[config.mk]
export PLATFORM = sky130hd
export DESIGN_NAME = mbtrain_sb_arbiter_flat
export DESIGN_NICKNAME = d
export VERILOG_FILES = /design/src/rtl/mbtrain_sb_arbiter_pkg.sv /design/src/rtl/mbtrain_sb_arbiter_if.sv /design/src/rtl/mbtrain_sb_arbiter_sb_req_latch.sv /design/src/rtl/mbtrain_sb_arbiter.sv /design/src/flat_wrapper.sv
export SDC_FILE = /design/constraint.sdc
export NUM_CORES = 1
export LEC_CHECK = 0
export BUFFER_PORTS_ARGS = -buffer_cell sky130_fd_sc_hd__buf_2
export CAP_MARGIN = 20
export CORE_UTILIZATION = 35
export DETAILED_ROUTE_END_ITERATION = 16
export GPL_TIMING_DRIVEN = 0
export HOLD_SLACK_MARGIN = 0.05
export PLACE_DENSITY_LB_ADDON = 0.15
export SYNTH_ARGS = -nofsm -noshare
export SYNTH_HDL_FRONTEND = slang
export SYNTH_SLANG_ARGS = --single-unit
[constraint.sdc]
create_clock -name clk -period 5.1 [get_ports clk]
set_input_delay 0.51 -clock clk [delete_from_list [all_inputs] [get_ports clk]]
set_output_delay 0.51 -clock clk [all_outputs]
set_load 0.02 [all_outputs]
[src/rtl/mbtrain_sb_arbiter_pkg.sv]
`default_nettype none
// ============================================================================
// Module      : mbtrain_pkg
// Description : Shared types and constants for the MBTRAIN sideband arbiter.
// Revision    : 1.0  initial release
// ============================================================================
package mbtrain_pkg;

    localparam int MSG_W = 4;

    typedef enum logic [1:0] {
        ST_IDLE      = 2'd0,
        ST_LAUNCH    = 2'd1,
        ST_WAIT_BUSY = 2'd2,
        ST_WAIT_DONE = 2'd3
    } sb_state_e;

    localparam logic SRC_TX = 1'b0;
    localparam logic SRC_RX = 1'b1;

    localparam logic [MSG_W-1:0] START_REQ  = 4'b0001;
    localparam logic [MSG_W-1:0] START_RESP = 4'b0010;
    localparam logic [MSG_W-1:0] END_REQ    = 4'b0011;
    localparam logic [MSG_W-1:0] END_RESP   = 4'b0100;

    // Round-robin pick: on a tie the source not granted last time wins.
    function automatic logic rr_pick(input logic tx_p, input logic rx_p, input logic last);
        if (tx_p && rx_p) return (last == SRC_RX) ? SRC_TX : SRC_RX;
        if (tx_p)         return SRC_TX;
        return SRC_RX;
    endfunction

endpackage
`default_nettype wire

[src/rtl/mbtrain_sb_arbiter_if.sv]
`default_nettype none
// ============================================================================
// Module      : mbtrain_sb_arbiter_if
// Description : Requester / serializer bundle around the sideband arbiter.
// Revision    : 1.0  initial release
// ============================================================================
interface mbtrain_sb_arbiter_if #(
    parameter int MSG_W = mbtrain_pkg::MSG_W
) ();
    logic             i_en;
    logic             i_tx_valid;
    logic [MSG_W-1:0] i_tx_msg;
    logic             i_rx_valid;
    logic [MSG_W-1:0] i_rx_msg;
    logic             i_sb_busy;
    logic             o_sb_valid;
    logic [MSG_W-1:0] o_sb_msg;
    logic             o_sb_src;
    logic             o_tx_done;
    logic             o_rx_done;
    logic             o_tx_pending;
    logic             o_rx_pending;
    logic             o_drop;
    logic             o_timeout;

    modport master (
        output i_en, i_tx_valid, i_tx_msg, i_rx_valid, i_rx_msg, i_sb_busy,
        input  o_sb_valid, o_sb_msg, o_sb_src, o_tx_done, o_rx_done,
               o_tx_pending, o_rx_pending, o_drop, o_timeout
    );

    modport slave (
        input  i_en, i_tx_valid, i_tx_msg, i_rx_valid, i_rx_msg, i_sb_busy,
        output o_sb_valid, o_sb_msg, o_sb_src, o_tx_done, o_rx_done,
               o_tx_pending, o_rx_pending, o_drop, o_timeout
    );
endinterface
`default_nettype wire

[src/rtl/mbtrain_sb_arbiter_sb_req_latch.sv]
`default_nettype none
// ============================================================================
// Module      : sb_req_latch
// Description : Valid rising-edge capture into a pending/message register.
// Revision    : 1.0  initial release
// ============================================================================
module sb_req_latch #(
    parameter int MSG_W = 4
) (
    input  wire              clk,
    input  wire              rst_n,
    input  wire              i_en,
    input  wire              i_valid,
    input  wire  [MSG_W-1:0] i_msg,
    input  wire              i_clr,
    output logic             o_pending,
    output logic [MSG_W-1:0] o_msg,
    output logic             o_drop
);
    logic r_valid_q;
    logic w_rise;

    assign w_rise = i_valid & ~r_valid_q & i_en;

    // A capture coinciding with the launch clear keeps the new message pending.
    always_ff @(posedge clk or negedge rst_n) begin
        if (!rst_n) begin
            r_valid_q <= 1'b0;
            o_pending <= 1'b0;
            o_msg     <= '0;
            o_drop    <= 1'b0;
        end else begin
            r_valid_q <= i_valid;
            o_drop    <= w_rise & o_pending & ~i_clr;
            if (w_rise) o_msg <= i_msg;
            if (!i_en)        o_pending <= 1'b0;
            else if (w_rise)  o_pending <= 1'b1;
            else if (i_clr)   o_pending <= 1'b0;
        end
    end
endmodule
`default_nettype wire

[src/rtl/mbtrain_sb_arbiter.sv]
`default_nettype none
// ============================================================================
// Module      : mbtrain_sb_arbiter
// Description : Round-robin share of the sideband TX path between the MBTRAIN
//               initiator and responder, with launch/busy/done tracking.
// Revision    : 1.0  initial release
// ============================================================================
module mbtrain_sb_arbiter
    import mbtrain_pkg::*;
#(
    parameter int MSG_W       = mbtrain_pkg::MSG_W,
    parameter int TIMEOUT_CYC = 16
) (
    input wire                   clk,
    input wire                   rst_n,
    mbtrain_sb_arbiter_if.slave  sb
);
    localparam int CNT_W = $clog2(TIMEOUT_CYC + 1);

    sb_state_e        r_cs, w_ns;
    logic             r_sel, w_sel, r_last, r_busy_q;
    logic [CNT_W-1:0] r_cnt;
    logic             w_tx_pend, w_rx_pend, w_tx_drop, w_rx_drop;
    logic [MSG_W-1:0] w_tx_msg, w_rx_msg;
    logic             w_launch, w_tx_clr, w_rx_clr, w_done, w_timeout;
    logic             w_cnt_clr, w_cnt_inc;
    logic             r_sb_valid, r_sb_src, r_tx_done, r_rx_done, r_timeout;
    logic [MSG_W-1:0] r_sb_msg;

    sb_req_latch #(.MSG_W(MSG_W)) u_tx_latch (
        .clk(clk), .rst_n(rst_n), .i_en(sb.i_en), .i_valid(sb.i_tx_valid),
        .i_msg(sb.i_tx_msg), .i_clr(w_tx_clr),
        .o_pending(w_tx_pend), .o_msg(w_tx_msg), .o_drop(w_tx_drop)
    );

    sb_req_latch #(.MSG_W(MSG_W)) u_rx_latch (
        .clk(clk), .rst_n(rst_n), .i_en(sb.i_en), .i_valid(sb.i_rx_valid),
        .i_msg(sb.i_rx_msg), .i_clr(w_rx_clr),
        .o_pending(w_rx_pend), .o_msg(w_rx_msg), .o_drop(w_rx_drop)
    );

    always_comb begin
        w_ns      = r_cs;
        w_sel     = r_sel;
        w_launch  = 1'b0;
        w_tx_clr  = 1'b0;
        w_rx_clr  = 1'b0;
        w_done    = 1'b0;
        w_timeout = 1'b0;
        w_cnt_clr = 1'b0;
        w_cnt_inc = 1'b0;
        case (r_cs)
            ST_IDLE: begin
                if ((w_tx_pend | w_rx_pend) & ~sb.i_sb_busy) begin
                    w_sel = rr_pick(w_tx_pend, w_rx_pend, r_last);
                    w_ns  = ST_LAUNCH;
                end
            end
            ST_LAUNCH: begin
                w_launch  = 1'b1;
                w_tx_clr  = (r_sel == SRC_TX);
                w_rx_clr  = (r_sel == SRC_RX);
                w_cnt_clr = 1'b1;
                w_ns      = ST_WAIT_BUSY;
            end
            ST_WAIT_BUSY: begin
                if (sb.i_sb_busy) begin
                    w_ns = ST_WAIT_DONE;
                end else if (r_cnt == CNT_W'(TIMEOUT_CYC - 1)) begin
                    w_timeout = 1'b1;
                    w_done    = 1'b1;
                    w_ns      = ST_IDLE;
                end else begin
                    w_cnt_inc = 1'b1;
                end
            end
            ST_WAIT_DONE: begin
                if (r_busy_q & ~sb.i_sb_busy) begin
                    w_done = 1'b1;
                    w_ns   = ST_IDLE;
                end
            end
            default: w_ns = ST_IDLE;
        endcase
        // Disable aborts whatever is in flight without reporting completion.
        if (!sb.i_en) begin
            w_ns      = ST_IDLE;
            w_launch  = 1'b0;
            w_tx_clr  = 1'b0;
            w_rx_clr  = 1'b0;
            w_done    = 1'b0;
            w_timeout = 1'b0;
            w_cnt_clr = 1'b1;
            w_cnt_inc = 1'b0;
        end
    end

    always_ff @(posedge clk or negedge rst_n) begin
        if (!rst_n) begin
            r_cs       <= ST_IDLE;
            r_sel      <= SRC_TX;
            r_last     <= SRC_RX;
            r_busy_q   <= 1'b0;
            r_cnt      <= '0;
            r_sb_valid <= 1'b0;
            r_sb_msg   <= '0;
            r_sb_src   <= 1'b0;
            r_tx_done  <= 1'b0;
            r_rx_done  <= 1'b0;
            r_timeout  <= 1'b0;
        end else begin
            r_cs       <= w_ns;
            r_sel      <= w_sel;
            r_busy_q   <= sb.i_sb_busy;
            r_sb_valid <= w_launch;
            r_tx_done  <= w_done & (r_sel == SRC_TX);
            r_rx_done  <= w_done & (r_sel == SRC_RX);
            r_timeout  <= w_timeout;
            if (w_cnt_clr)      r_cnt <= '0;
            else if (w_cnt_inc) r_cnt <= r_cnt + CNT_W'(1);
            if (w_launch) begin
                r_last   <= r_sel;
                r_sb_src <= r_sel;
                r_sb_msg <= (r_sel == SRC_TX) ? w_tx_msg : w_rx_msg;
            end
        end
    end

    assign sb.o_sb_valid   = r_sb_valid;
    assign sb.o_sb_msg     = r_sb_msg;
    assign sb.o_sb_src     = r_sb_src;
    assign sb.o_tx_done    = r_tx_done;
    assign sb.o_rx_done    = r_rx_done;
    assign sb.o_tx_pending = w_tx_pend;
    assign sb.o_rx_pending = w_rx_pend;
    assign sb.o_drop       = w_tx_drop | w_rx_drop;
    assign sb.o_timeout    = r_timeout;
endmodule
`default_nettype wire

[src/flat_wrapper.sv]
// flat-port wrapper written by rule: the top's interface ports become plain ports
module mbtrain_sb_arbiter_flat import mbtrain_pkg::*;
#(
    parameter int MSG_W       = mbtrain_pkg::MSG_W,
    parameter int TIMEOUT_CYC = 16
)
  (clk, rst_n, sb_i_en, sb_i_tx_valid, sb_i_tx_msg, sb_i_rx_valid, sb_i_rx_msg, sb_i_sb_busy, sb_o_sb_valid, sb_o_sb_msg, sb_o_sb_src, sb_o_tx_done, sb_o_rx_done, sb_o_tx_pending, sb_o_rx_pending, sb_o_drop, sb_o_timeout);
  mbtrain_sb_arbiter_if #(.MSG_W(MSG_W)) sb_i ();
  input wire clk;
  input wire rst_n;
  input wire logic [$bits(sb_i.i_en)-1:0] sb_i_en;
  input wire logic [$bits(sb_i.i_tx_valid)-1:0] sb_i_tx_valid;
  input wire logic [$bits(sb_i.i_tx_msg)-1:0] sb_i_tx_msg;
  input wire logic [$bits(sb_i.i_rx_valid)-1:0] sb_i_rx_valid;
  input wire logic [$bits(sb_i.i_rx_msg)-1:0] sb_i_rx_msg;
  input wire logic [$bits(sb_i.i_sb_busy)-1:0] sb_i_sb_busy;
  output wire logic [$bits(sb_i.o_sb_valid)-1:0] sb_o_sb_valid;
  output wire logic [$bits(sb_i.o_sb_msg)-1:0] sb_o_sb_msg;
  output wire logic [$bits(sb_i.o_sb_src)-1:0] sb_o_sb_src;
  output wire logic [$bits(sb_i.o_tx_done)-1:0] sb_o_tx_done;
  output wire logic [$bits(sb_i.o_rx_done)-1:0] sb_o_rx_done;
  output wire logic [$bits(sb_i.o_tx_pending)-1:0] sb_o_tx_pending;
  output wire logic [$bits(sb_i.o_rx_pending)-1:0] sb_o_rx_pending;
  output wire logic [$bits(sb_i.o_drop)-1:0] sb_o_drop;
  output wire logic [$bits(sb_i.o_timeout)-1:0] sb_o_timeout;
  assign sb_i.i_en = sb_i_en;
  assign sb_i.i_tx_valid = sb_i_tx_valid;
  assign sb_i.i_tx_msg = sb_i_tx_msg;
  assign sb_i.i_rx_valid = sb_i_rx_valid;
  assign sb_i.i_rx_msg = sb_i_rx_msg;
  assign sb_i.i_sb_busy = sb_i_sb_busy;
  assign sb_o_sb_valid = sb_i.o_sb_valid;
  assign sb_o_sb_msg = sb_i.o_sb_msg;
  assign sb_o_sb_src = sb_i.o_sb_src;
  assign sb_o_tx_done = sb_i.o_tx_done;
  assign sb_o_rx_done = sb_i.o_rx_done;
  assign sb_o_tx_pending = sb_i.o_tx_pending;
  assign sb_o_rx_pending = sb_i.o_rx_pending;
  assign sb_o_drop = sb_i.o_drop;
  assign sb_o_timeout = sb_i.o_timeout;
  mbtrain_sb_arbiter #(.MSG_W(MSG_W), .TIMEOUT_CYC(TIMEOUT_CYC)) u_core (.clk(clk), .rst_n(rst_n), .sb(sb_i));
endmodule
* After elaboration in Yosys (flattened, before gate mapping) *
Cells that the tools add are included.

storage, ports and cells
  register bits = 33
  bits of input ports = 14
  word-level logic and storage cells = 99

operators by class
  add/subtract/negate cells = 1
  eq/ne operators = 9
  mux-type cells = 45
  bitwise operators = 20
  reductions and logical operators = 5

operators with widths
  operator                                                                 count
  1-bit two-way mux                                                        35
  1-bit AND                                                                12
  2-bit two-way mux                                                        5
  5-bit two-way mux                                                        2
  2-bit one-hot mux with 4 select lines                                    1
  3-bit by 1-bit inequality test with 1-bit output, second input constant  2
  3-bit by 2-bit inequality test with 1-bit output, second input constant  2
  1-bit NOT                                                                6
  5-bit by 1-bit adder with 5-bit output, second input constant            1
  5-bit by 4-bit equality test with 1-bit output, second input constant    1
  2-bit equality test, second input constant                               2
  4-bit two-way mux                                                        1
  4-bit by 3-bit inequality test with 1-bit output, second input constant  1
  3-bit AND reduction                                                      1
  2-bit by 1-bit equality test with 1-bit output, second input constant    1
  2-bit logical NOT                                                        1
  1-bit OR                                                                 2
  1-bit one-hot mux with 2 select lines                                    1
  2-bit AND reduction                                                      1
  2-bit nonzero test                                                       1
  1-bit logical AND                                                        1

* Logic depth before layout (Yosys ltp) *
  depth in word-level cells = 9
  gate-level depth with buffers = 6
  gate-level depth less buffers = 6

* Cells and area by module *
Synthesis repeated with hierarchy kept, for this count alone.

unflattened totals
  cells, all modules = 119
  area, all modules = 1463.9 µm²

by module, submodules not included
  module              times used  cells an instance  area each (µm²)  seq. area each (µm²)
  mbtrain_sb_arbiter  1           87                 905.9            476.7
  sb_req_latch        2           16                 279.0            175.2

* Worst setup path after synthesis *
No wires, ideal clock.

  path type = register -> register
  start = register u_core.r_cnt[0]
  end = register u_core.r_cnt[3]
  library setup time = 77 ps
  arrival = 1613 ps
  data required time = 5023 ps
  setup slack = 3409 ps
  stages on the path, launching flop included = 6
  path buffers = 0
  clock period less this slack = 1691 ps
  cell sequence = dfrtp_1 -> ha_1 -> and3_1 -> ha_1 -> or4_1 -> a21oi_1

between the ends
  longest elaborated chain between the ends = 6
  elaborated cells between the ends (all ways) = 9
  classes of those cells = add/sub: 1; eq/ne: 1; mux: 6; reduce/logical: 1

RTL lines
  what                                            RTL line                   source
  start: declaration                              mbtrain_sb_arbiter.sv:22   logic [CNT_W-1:0] r_cnt;
  start signal: assignment                        mbtrain_sb_arbiter.sv:120  else if (w_cnt_inc) r_cnt <= r_cnt + CNT_W'(1);
  5-bit by 4-bit equality test with 1-bit output  mbtrain_sb_arbiter.sv:69   end else if (r_cnt == CNT_W'(TIMEOUT_CYC - 1)) begin
  1-bit two-way mux                               mbtrain_sb_arbiter.sv:69
  1-bit two-way mux                               mbtrain_sb_arbiter.sv:67   if (sb.i_sb_busy) begin
  1-bit two-way mux                               mbtrain_sb_arbiter.sv:52   case (r_cs)
  1-bit two-way mux                               mbtrain_sb_arbiter.sv:86   if (!sb.i_en) begin
  2-bit nonzero test (no line)                    --

Several ways; a longest one is shown, not always the timed one. The select of a mux whose other input is x is not followed.
A chain may end at the register's enable or synchronous reset.

* Final worst setup path *
  start = register u_core.r_cnt[0]
  end = register u_core.r_cnt[1]

The elaborated chain is that of the path after synthesis.

==> results by group <==
Placed design
  – GP Congestion: approximately 0.68
  – # port buffers: 25
  – Area after DPL: between 1500 and 2000 µm²
  – DP HPWL: 1780 µm
  – Inst Count DP: 189

Finish
  – Final Instance Area: roughly 1700 µm²
  – Fraction of layout cells with a size suffix above 1: between 30% and 40%
  – Fill cells: 393
  – Area Overhead vs Synth: 22.95%
  – # nets final: 164
  – Finished Layout Cells: roughly 200
  – # diodes: 0

Synth
  – Synth cell types: 32
  – Post-synth EDFFs: 0
  – Post-synth top cells: dfrtp_1, nand2_1, mux2_2
  – Synth Warn #: 0
  – Most frequent cell after synthesis: dfrtp_1
  – Synth Cell Area: ~1400 µm²
  – Async set-or-reset flop fraction in the synthesized netlist: 100.0%
  – Register bit total from synthesis: 33
  – Syn nets: between 100 and 150
  – Area share of the largest cell type after synthesis: 57.61%
  – Synth area leader: dfrtp_1
  – Primary FF master, synth: dfrtp_1
  – Top cells by area, synth: dfrtp_1, mux2_2, mux2i_1
  – Mapped Cells: about 120
  – Syn avg cell area: between 10 and 15 µm²
  – Post-synthesis sequential area ratio: 59.50%

Clocking
  – Clock sink count: 33
  – Hold Buf Count CTS: 0
  – Worst-Skew Late Latency: 290 ps
  – CTS tree: yes
  – Post-CTS Setup Inserts: 0
  – TritonCTS buffer count: 5
  – Clock buffer depth: 2
  – H-tree depth: 2
  – Reg clk slew, reported paths: 70 ps
  – Post_cts resized: 0
  – CTS root buf: clkbuf_8

Job
  – Max_cap viols: 0

Critical path
  – WP depth: 5
  – Register-to-Register Path Depth: 5
  – Class of the most critical setup path: register to register
  – Cell family with most CP delay: adder cells
  – CP Cell Sequence: ha_1 -> and3_1 -> ha_1 -> nor2_1 -> mux2_2
  – Req. time, crit path: roughly 5300 ps
  – CP max stage delay: 410 ps
  – Worst endpoint data arrival time: 1990 ps
  – WP buf/inv: 0
  – CP endpoint kind: register
  – Critical Path Fanout Max: 7
  – Worst path slowest cell: dfrtp_1
  – Top cell by count, worst path: ha_1
  – Critical Path Source Type: register

Floorplanning
  – Chip Height: roughly 65 µm
  – Initial core utilization: a little under two fifths
  – Core Area: around 3700 µm²
  – Die ar.: ~4200 µm²
  – Die Wd: roughly 65 µm
  – Num rows: 22
  – # IOs: 26

Timing
  – Max Clock Skew: around 10 ps
  – Sum of negative setup slack: 0 ps
  – Slew at the pin closest to its max-slew limit: approximately 720 ps
  – Max Slew Vio Count: 0
  – Slew margin rel.: around 52%
  – Fin crit share: a little over a third
  – Final setup viols: 0
  – RSZ-0062 raised after global routing: no
  – Min cycle time layout: ~1800 ps
  – Fmax: around 550 MHz
  – Fin. Hold Viols: 0

GRT
  – Total GRT Usage: ~15%
  – Vias in the first global route: ~1000
  – Initial antenna violation count: 0
  – Pin count of the biggest net entering global routing: 34
  – Total grt overflow: 0
  – First-pass GRT wire length: ~4600 µm

Routing
  – Routed len/inst: 12.99 µm
  – DRC: 0
  – Routed vias: approximately 970
  – Iter 0 DRT Violations: 34
  – DRT antenna net count: 0
  – Vias/cell: slightly below 5
  – 1st-pass router iterations: 4
  – WL final: approximately 2600 µm

Power
  – VDD IR max: 0.0002643 V
  – Leakage: 0.8423 nW
  – PwrDens: between 400 and 500 nW/µm²

Outcome
  – Status: finished, final reports clean

Min path
  – HP Class: input pin to asynchronous set/reset pin
[layout make-up]
class / count / area, µm² / area share (%)
multi-input combinational: 73 / 516.7 / 30.23
tap: 48 / 60.06 / 3.514
buffer: 4 / 23.77 / 1.391
timing repair buffer: 25 / 125.1 / 7.321
sequential: 33 / 827.0 / 48.39
inverter: 6 / 22.52 / 1.318
clock buffer: 5 / 68.82 / 4.026
clock inverter: 3 / 65.06 / 3.807
[layout by cell type, fill, tap and decap left out, types with 2 or more instances in the layout]
cell,instances
a21oi_1,4
and3_1,3
buf_2,26
bufinv_16,2
clkbuf_1,2
clkbuf_8,5
dfrtp_1,32
ha_1,2
inv_1,6
mux2_2,9
mux2i_1,6
nand2_1,15
nand3_1,2
nand3b_1,3
nor2_1,2
nor4_1,2
o211ai_1,2
o21ai_0,8
o31ai_1,2
[routing by layer]
layer  part of all wire, %  vias to the layer above  routed length, µm  GRT usage (%)
met4                   1.3                        0                 32          7.065
met2                    45                       21               1142          22.01
met1                    49                      473               1262          19.14
li1                      -                      470                  -              -
met5                     0                        -                  0              0
met3                   4.8                        5                122          5.458
[flip-flops by register name, indices dropped and copies added, names as in the netlist, 2 cells and up]
| signal | count |
|---|---|
| u_core.u_tx_latch.o_msg | 4 |
| u_core.u_rx_latch.o_msg | 4 |
| u_core.sb.o_sb_msg | 4 |
| u_core.r_cs | 2 |
| u_core.r_cnt | 5 |
[worst paths after layout]
kind                                                  startpoint                                      to  slack (ps)
max                                  u_core.r_cnt[0]$_DFFE_PN0P_             u_core.r_cnt[1]$_DFFE_PN0P_        3280
min                                                        rst_n  u_core.u_rx_latch.o_msg[2]$_DFFE_PN0P_         280
max reg2reg                          u_core.r_cnt[0]$_DFFE_PN0P_             u_core.r_cnt[1]$_DFFE_PN0P_        3280
min reg2reg                u_core.u_tx_latch.r_valid_q$_DFF_PN0_      u_core.u_tx_latch.o_drop$_DFF_PN0_         440
max in group asynchronous                                  rst_n              u_core.r_cs[1]$_DFFE_PN0P_        4360
min in group clk                                   sb_i_tx_valid   u_core.u_tx_latch.r_valid_q$_DFF_PN0_         360
[stage by stage]
stage                     power [mW]  hold WS [ps]  setup slack [ps]  utilization (%)
after floorplan               0.4225         214.4              3409                -
after global placement        0.4690         414.4              3290            42.08
after detailed placement      0.4728         436.8              3281            42.08
after CTS                     0.7649         302.2              3267            45.66
after global routing          0.7982         318.4              3152            45.66
final                         0.7540         277.6              3282            45.66
[power breakdown]
| part | total (mW) | switching [mW] | leakage, nW | internal, mW |
|---|---|---|---|---|
| sequential | 0.329 | 0.0219 | 0.421 | 0.307 |
| combinational | 0.137 | 0.0815 | 0.353 | 0.0557 |
| clock | 0.288 | 0.0939 | 0.0681 | 0.194 |
[worst reg2reg max path: stages (launching register included)]
cell	delay (ps)
dfrtp_1	410
ha_1	220
and3_1	180
ha_1	260
nor2_1	260
mux2_2	370
[kinds of logic after synthesis]
logic type | after synthesis | share of synthesized area [%]
compound gates | 18 | 7.651
fa+ha+maj | 2 | 1.800
buf+inv | 10 | 3.330
flops | 33 | 59.50
mux | 15 | 11.61
simple gates | 38 | 16.11
(Power assumes the default switching activity.)
